### config.mk
export PLATFORM = sky130hd
export DESIGN_NAME = imem_loader
export DESIGN_NICKNAME = d
export VERILOG_FILES = /design/src/rtl/imem_loader.sv
export SDC_FILE = /design/constraint.sdc
export NUM_CORES = 1
export LEC_CHECK = 0
export ABC_CLOCK_PERIOD_IN_PS = 2600
export CORE_MARGIN = 2
export CORE_UTILIZATION = 55
export CTS_CLUSTER_DIAMETER = 60
export CTS_CLUSTER_SIZE = 40
export DETAILED_ROUTE_END_ITERATION = 8
export PLACE_DENSITY = 0.91
export SYNTH_ARGS = -nofsm -noshare
export SYNTH_HDL_FRONTEND = slang
export SYNTH_SLANG_ARGS = --single-unit
### constraint.sdc
create_clock -name clock -period 2.6 [get_ports clock]
set_input_delay 0.52 -clock clock [delete_from_list [all_inputs] [get_ports clock]]
set_output_delay 0.52 -clock clock [all_outputs]
set_load 0.01 [all_outputs]
### src/rtl/imem_loader.sv
// imem_loader: boot-time byte-stream loader for the instruction memory.
// Parses length, assembles big-endian words, writes them, checks checksum.
module imem_loader #(
   parameter int ADDR_W    = 9,
   parameter int BASE_ADDR = 0
) (
   input  logic              clock,
   input  logic              reset,
   input  logic              start,
   input  logic              in_valid,
   input  logic [7:0]        in_data,
   output logic              in_ready,
   output logic              mem_wen,
   output logic [ADDR_W-1:0] mem_addr,
   output logic [31:0]       mem_wdata,
   output logic              cpu_hold,
   output logic              done,
   output logic              error,
   output logic [ADDR_W:0]   word_count
);

   typedef enum logic [2:0] {
      S_IDLE,
      S_LENHI,
      S_LENLO,
      S_DATA,
      S_CSUM,
      S_DONE,
      S_ERR
   } state_t;

   localparam logic [16:0]     MAX_N   = 17'(1) << ADDR_W;
   localparam logic [ADDR_W:0] CNT_ONE = (ADDR_W+1)'(1);

   state_t              state_q, state_d;
   logic [7:0]          len_hi_q, len_hi_d;
   logic [ADDR_W:0]     len_q, len_d;
   logic [1:0]          bcnt_q, bcnt_d;
   logic [23:0]         shift_q, shift_d;
   logic [7:0]          csum_q, csum_d;
   logic [ADDR_W:0]     wc_q, wc_d;
   logic                rdy_q, rdy_d;
   logic                wen_q, wen_d;
   logic [ADDR_W-1:0]   addr_q, addr_d;
   logic [31:0]         wdata_q, wdata_d;
   logic                hold_q, hold_d;
   logic                done_q, done_d;
   logic                err_q, err_d;

   logic                acc;
   logic                start_ok;
   logic [15:0]         len_in;
   logic [ADDR_W:0]     wc_inc;
   logic                last_word;

   assign acc       = in_valid && rdy_q;
   assign start_ok  = start && (state_q == S_IDLE ||
                                state_q == S_DONE ||
                                state_q == S_ERR);
   assign len_in    = {len_hi_q, in_data};
   assign wc_inc    = wc_q + CNT_ONE;
   assign last_word = (wc_inc == len_q);

   // State register
   always_ff @(posedge clock or negedge reset) begin
      if (!reset) state_q <= S_IDLE;
      else        state_q <= state_d;
   end

   // Next-state decode of the stream parser
   always_comb begin
      state_d = state_q;
      unique case (state_q)
         S_IDLE, S_DONE, S_ERR: begin
            if (start) state_d = S_LENHI;
         end
         S_LENHI: begin
            if (acc) state_d = S_LENLO;
         end
         S_LENLO: begin
            if (acc) begin
               if ({1'b0, len_in} > MAX_N) state_d = S_ERR;
               else if (len_in == 16'd0)   state_d = S_CSUM;
               else                        state_d = S_DATA;
            end
         end
         S_DATA: begin
            if (acc && bcnt_q == 2'd3 && last_word)
               state_d = S_CSUM;
         end
         S_CSUM: begin
            if (acc)
               state_d = (in_data == csum_q) ? S_DONE : S_ERR;
         end
         default: state_d = S_IDLE;
      endcase
   end

   // Output and datapath next values; outputs follow the next state
   always_comb begin
      len_hi_d = len_hi_q;
      len_d    = len_q;
      bcnt_d   = bcnt_q;
      shift_d  = shift_q;
      csum_d   = csum_q;
      wc_d     = wc_q;
      wen_d    = 1'b0;
      addr_d   = addr_q;
      wdata_d  = wdata_q;
      if (start_ok) begin
         wc_d   = '0;
         csum_d = '0;
         bcnt_d = '0;
      end else if (acc) begin
         unique case (state_q)
            S_LENHI: len_hi_d = in_data;
            S_LENLO: len_d    = len_in[ADDR_W:0];
            S_DATA: begin
               bcnt_d  = bcnt_q + 2'd1;
               csum_d  = csum_q + in_data;
               shift_d = {shift_q[15:0], in_data};
               if (bcnt_q == 2'd3) begin
                  wen_d   = 1'b1;
                  addr_d  = ADDR_W'(BASE_ADDR) + wc_q[ADDR_W-1:0];
                  wdata_d = {shift_q, in_data};
                  wc_d    = wc_inc;
               end
            end
            default: ;
         endcase
      end
      rdy_d  = (state_d == S_LENHI) || (state_d == S_LENLO) ||
               (state_d == S_DATA)  || (state_d == S_CSUM);
      hold_d = (state_d != S_DONE);
      done_d = (state_d == S_DONE);
      err_d  = (state_d == S_ERR);
   end

   // Datapath and output registers
   always_ff @(posedge clock or negedge reset) begin
      if (!reset) begin
         len_hi_q <= '0;
         len_q    <= '0;
         bcnt_q   <= '0;
         shift_q  <= '0;
         csum_q   <= '0;
         wc_q     <= '0;
         rdy_q    <= 1'b0;
         wen_q    <= 1'b0;
         addr_q   <= '0;
         wdata_q  <= '0;
         hold_q   <= 1'b1;
         done_q   <= 1'b0;
         err_q    <= 1'b0;
      end else begin
         len_hi_q <= len_hi_d;
         len_q    <= len_d;
         bcnt_q   <= bcnt_d;
         shift_q  <= shift_d;
         csum_q   <= csum_d;
         wc_q     <= wc_d;
         rdy_q    <= rdy_d;
         wen_q    <= wen_d;
         addr_q   <= addr_d;
         wdata_q  <= wdata_d;
         hold_q   <= hold_d;
         done_q   <= done_d;
         err_q    <= err_d;
      end
   end

   assign in_ready   = rdy_q;
   assign mem_wen    = wen_q;
   assign mem_addr   = addr_q;
   assign mem_wdata  = wdata_q;
   assign cpu_hold   = hold_q;
   assign done       = done_q;
   assign error      = err_q;
   assign word_count = wc_q;

endmodule

==> flow_results.xml <==
<?xml version="1.0" encoding="UTF-8"?>
<metrics>
  <group name="setup_path">
    <metric name="arrival_time_at_the_worst_endpoint" unit="ps">2610</metric>
    <metric name="worst-setup-path-type" unit="">primary input to flop</metric>
    <metric name="worst-path-stages" unit="">10</metric>
    <metric name="setup.worst_path.end_class" unit="">flop</metric>
    <metric name="timing.critical_path.fanout_max" unit="">2</metric>
    <metric name="cp_num_buf_inv" unit="">2</metric>
    <metric name="timing.critical_path.from_type" unit="">primary input</metric>
    <metric name="r2r.worst_path.cells" unit="">8</metric>
    <metric name="critical-path-top-cell-by-count" unit="">sky130_fd_sc_hd__o21ai_0</metric>
    <metric name="cp_top_family" unit="">compound AO/OA/AOI/OAI gates</metric>
    <metric name="crit_required" unit="ps">2870</metric>
    <metric name="cpPeakStageDelay" unit="ps">510</metric>
    <metric name="critical_path.slowest_cell" unit="">sky130_fd_sc_hd__clkdlybuf4s50_1</metric>
    <metric name="cp_cell_sequence" unit="">clkdlybuf4s50_1 -&gt; ha_1 -&gt; inv_1 -&gt; fa_1 -&gt; nor2b_1 -&gt; o21ai_0 -&gt; a21boi_0 -&gt; o21a_1 -&gt; o21ai_0 -&gt; a32o_1</metric>
  </group>
  <group name="global_route">
    <metric name="global_route.usage.total" unit="%">25.8</metric>
    <metric name="gr-total-overflow" unit="">0</metric>
    <metric name="grt_first_pass_wirelength" unit="microns">20700</metric>
    <metric name="first_global_vias" unit="">4306</metric>
    <metric name="global_route.usage.met3" unit="%">3.59</metric>
    <metric name="antenna_found_initial" unit="">0</metric>
    <metric name="grt_max_degree" unit="">46</metric>
    <metric name="groute.layer.met1.usage" unit="%">34.9</metric>
    <metric name="grt_util_met2" unit="%">42.1</metric>
    <metric name="grt.busiest_layer" unit="">met2</metric>
  </group>
  <group name="clock_tree">
    <metric name="cts_root_buffer" unit="">sky130_fd_sc_hd__clkbuf_8</metric>
    <metric name="cts_resized" unit="">0</metric>
    <metric name="hold_buffers" unit="">0</metric>
    <metric name="tritoncts" unit="">built</metric>
    <metric name="cts.reportedPaths.clkPinSlew" unit="ps">100</metric>
    <metric name="max-clock-path-buffers" unit="">2</metric>
    <metric name="postCtsSetupBuffers" unit="">0</metric>
    <metric name="cts_max_level" unit="">3</metric>
    <metric name="worst_skew_pair.late_latency" unit="ps">380</metric>
    <metric name="cts.sink_count" unit="">111</metric>
    <metric name="tritoncts.num_buffers" unit="">9</metric>
  </group>
  <group name="placed_design">
    <metric name="gp_congestion" unit="">0.886</metric>
    <metric name="port_buffers" unit="">67</metric>
    <metric name="hpwlAfterDp" unit="microns">8590</metric>
    <metric name="dp_cells" unit="">736</metric>
  </group>
  <group name="floorplanning">
    <metric name="die_height" unit="microns">101</metric>
    <metric name="die_x" unit="microns">101</metric>
    <metric name="die_area" unit="sq um">10200</metric>
    <metric name="fp.coreArea" unit="sq um">9200</metric>
    <metric name="num_rows" unit="">35</metric>
    <metric name="design.portCount" unit="">68</metric>
    <metric name="initial_core_util" unit="%">56.5</metric>
  </group>
  <group name="synth">
    <metric name="synth_top_area_cell" unit="">sky130_fd_sc_hd__dfrtp_1</metric>
    <metric name="synth.net_count" unit="">579</metric>
    <metric name="synth_async_sr_flop_share" unit="%">100</metric>
    <metric name="synthCells" unit="">557</metric>
    <metric name="synthDominantCellAreaShare" unit="%">53.0</metric>
    <metric name="syn-cell-area" unit="sq um">5190</metric>
    <metric name="synth_cell_types" unit="">61</metric>
    <metric name="main_synth_ff_type" unit="">sky130_fd_sc_hd__dfrtp_1</metric>
    <metric name="synth_warnings" unit="">0</metric>
    <metric name="synth_edf_count" unit="">0</metric>
    <metric name="cell_types_with_the_largest_area_share_after_synthesis" unit="">sky130_fd_sc_hd__dfrtp_1, sky130_fd_sc_hd__nand2_1, sky130_fd_sc_hd__mux2_2</metric>
    <metric name="sequential_to_total_area_share_from_yosys_stat" unit="%">53.5</metric>
    <metric name="yosys_register_bits" unit="">111</metric>
    <metric name="syn_area_per_cell" unit="sq um">9.32</metric>
  </group>
  <group name="sta">
    <metric name="achievable-frequency" unit="MHz">429</metric>
    <metric name="slew_headroom" unit="%">62.4</metric>
    <metric name="holdWs" unit="ps">117</metric>
    <metric name="max_slew.worst_pin.slew" unit="ps">564</metric>
    <metric name="finalSetupViolations" unit="">0</metric>
    <metric name="timing_max_transition_violations_final" unit="">0</metric>
    <metric name="unrepaired_setup_endpoints_after_global_routing" unit="">false</metric>
    <metric name="post-route-period-util" unit="%">89.7</metric>
    <metric name="fin_hold_viols" unit="">0</metric>
    <metric name="fin_crit" unit="ps">2330</metric>
    <metric name="timing.clock.skew" unit="ps">13.9</metric>
  </group>
  <group name="routing">
    <metric name="firstDrtPassIters" unit="">5</metric>
    <metric name="drtAntennaViolNets" unit="">0</metric>
    <metric name="average_wire_per_standard_cell" unit="microns">16.5</metric>
    <metric name="detail_route.vias_per_cell" unit="">5.70</metric>
    <metric name="via_count" unit="">4284</metric>
    <metric name="drc" unit="">0</metric>
    <metric name="detail_route.wirelength" unit="microns">12400</metric>
    <metric name="first_iter_violations" unit="">260</metric>
  </group>
  <group name="run">
    <metric name="max-cap-violations" unit="">0</metric>
  </group>
  <group name="cells_and_area">
    <metric name="layout.area.seq" unit="sq um">2780</metric>
    <metric name="drive_above_1_share" unit="%">12.5</metric>
    <metric name="syn_to_final_growth" unit="%">21.5</metric>
    <metric name="num_antenna_cells" unit="">0</metric>
    <metric name="nets" unit="">658</metric>
    <metric name="filler_cell_count" unit="">685</metric>
    <metric name="final-instance-count-excl-fill" unit="">751</metric>
    <metric name="multi_input_area" unit="sq um">2250</metric>
  </group>
  <group name="pwr">
    <metric name="power.ir.vdd_worst" unit="uV">384</metric>
    <metric name="p_per_area" unit="nW/um^2">804</metric>
    <metric name="total_leakage_power" unit="nW">3.04</metric>
  </group>
  <group name="run_status">
    <metric name="status" unit="">finished, final reports clean</metric>
  </group>
  <group name="hold_path">
    <metric name="timing.hold.worst.class" unit="">primary input to async pin</metric>
  </group>
</metrics>
-- placed cells by master (no fill, tap or decap), types with 9 or more instances in the layout --
cell                              netlist  layout
sky130_fd_sc_hd__mux2_2                18      18
sky130_fd_sc_hd__inv_1                 10      10
sky130_fd_sc_hd__clkbuf_8               0       9
sky130_fd_sc_hd__a21oi_1                9       9
sky130_fd_sc_hd__ha_1                   9       9
sky130_fd_sc_hd__clkdlybuf4s50_1        0      66
sky130_fd_sc_hd__dfrtp_1              110     110
sky130_fd_sc_hd__nand2_1              208     207
sky130_fd_sc_hd__nor2_1                16      15
sky130_fd_sc_hd__o21ai_0               30      30
sky130_fd_sc_hd__buf_4                  1      30
-- synthesized netlist by cell type, types with 8 or more instances --
library cell and n:
sky130_fd_sc_hd__inv_1 10, sky130_fd_sc_hd__a21oi_1 9, sky130_fd_sc_hd__o21ai_0 30, sky130_fd_sc_hd__nand2_1 208, sky130_fd_sc_hd__nor2b_1 8, sky130_fd_sc_hd__nor2_1 16
sky130_fd_sc_hd__clkbuf_1 18, sky130_fd_sc_hd__mux2_2 18, sky130_fd_sc_hd__ha_1 9, sky130_fd_sc_hd__dfrtp_1 110
-- kinds of logic after synthesis --
kind of cell	Yosys count	synth area share (%)
buffers and inverters	40	3.20
adder cells (fa/ha/maj)	10	2.55
AO/OA/AOI/OAI	76	9.98
XOR/XNOR	14	2.36
AND/OR/NAND/NOR	288	24.5
multiplexers	18	3.90
flip-flops	111	53.5
-- report_power, final --
part	leakage [nW]	internal [W]	switching, W
clock	0.0949	0.000453	0.000593
sequential	1.48	0.00213	0.000365
combinational	1.47	0.000747	0.000788
-- final timing paths --
| check | startpoint | endpoint | slack, ps |
|---|---|---|---|
| min reg2reg | mem_addr[5] | mem_addr[5] | 480 |
| max in group asynchronous | reset | cpu_hold | 1760 |
| min | reset | shift_q[0] | 120 |
| min in group clock | mem_addr[5] | mem_addr[5] | 480 |
| max | in_data[0] | csum_q[6] | 270 |
| max reg2reg | word_count[1] | error | 290 |
-- per-stage QoR --
step                total power, W  utilization (%)  worst slack, ps  area [sq um]  TNS, ps
floorplan                  0.00347                -              482          5190        0
global placement           0.00391             66.5            -40.2          6120    -76.1
detailed placement         0.00402             66.5             -115          6120     -237
CTS                        0.00507             68.6              288          6310        0
global route               0.00537             68.6             67.5          6310        0
finish                     0.00507             68.6              269          6310        0
-- flip-flops by register name, summed over array words and instances, names as in the netlist --
signal and cells:
word_count 10, len_q 10, in_ready 1, len_hi_q 8, cpu_hold 1, done 1
mem_addr 9, error 1, state_q 3, csum_q 8, bcnt_q 2, mem_wen 1
shift_q 24, mem_wdata 32
-- final cells by class --
cell class,instances,area share (%)
sequential,111,44.0
multi-input combinational,406,35.7
timing repair buffer,97,14.4
tap,111,2.20
clock buffer,10,2.02
clock inverter,5,1.05
inverter,11,0.654
-- metal layers --
metal	wire length, microns	up-vias
met2	6210	146
met4	282	0
met5	0	-
met1	5290	2095
li1	-	2015
met3	625	28
Power figures use the tool's default switching activity.
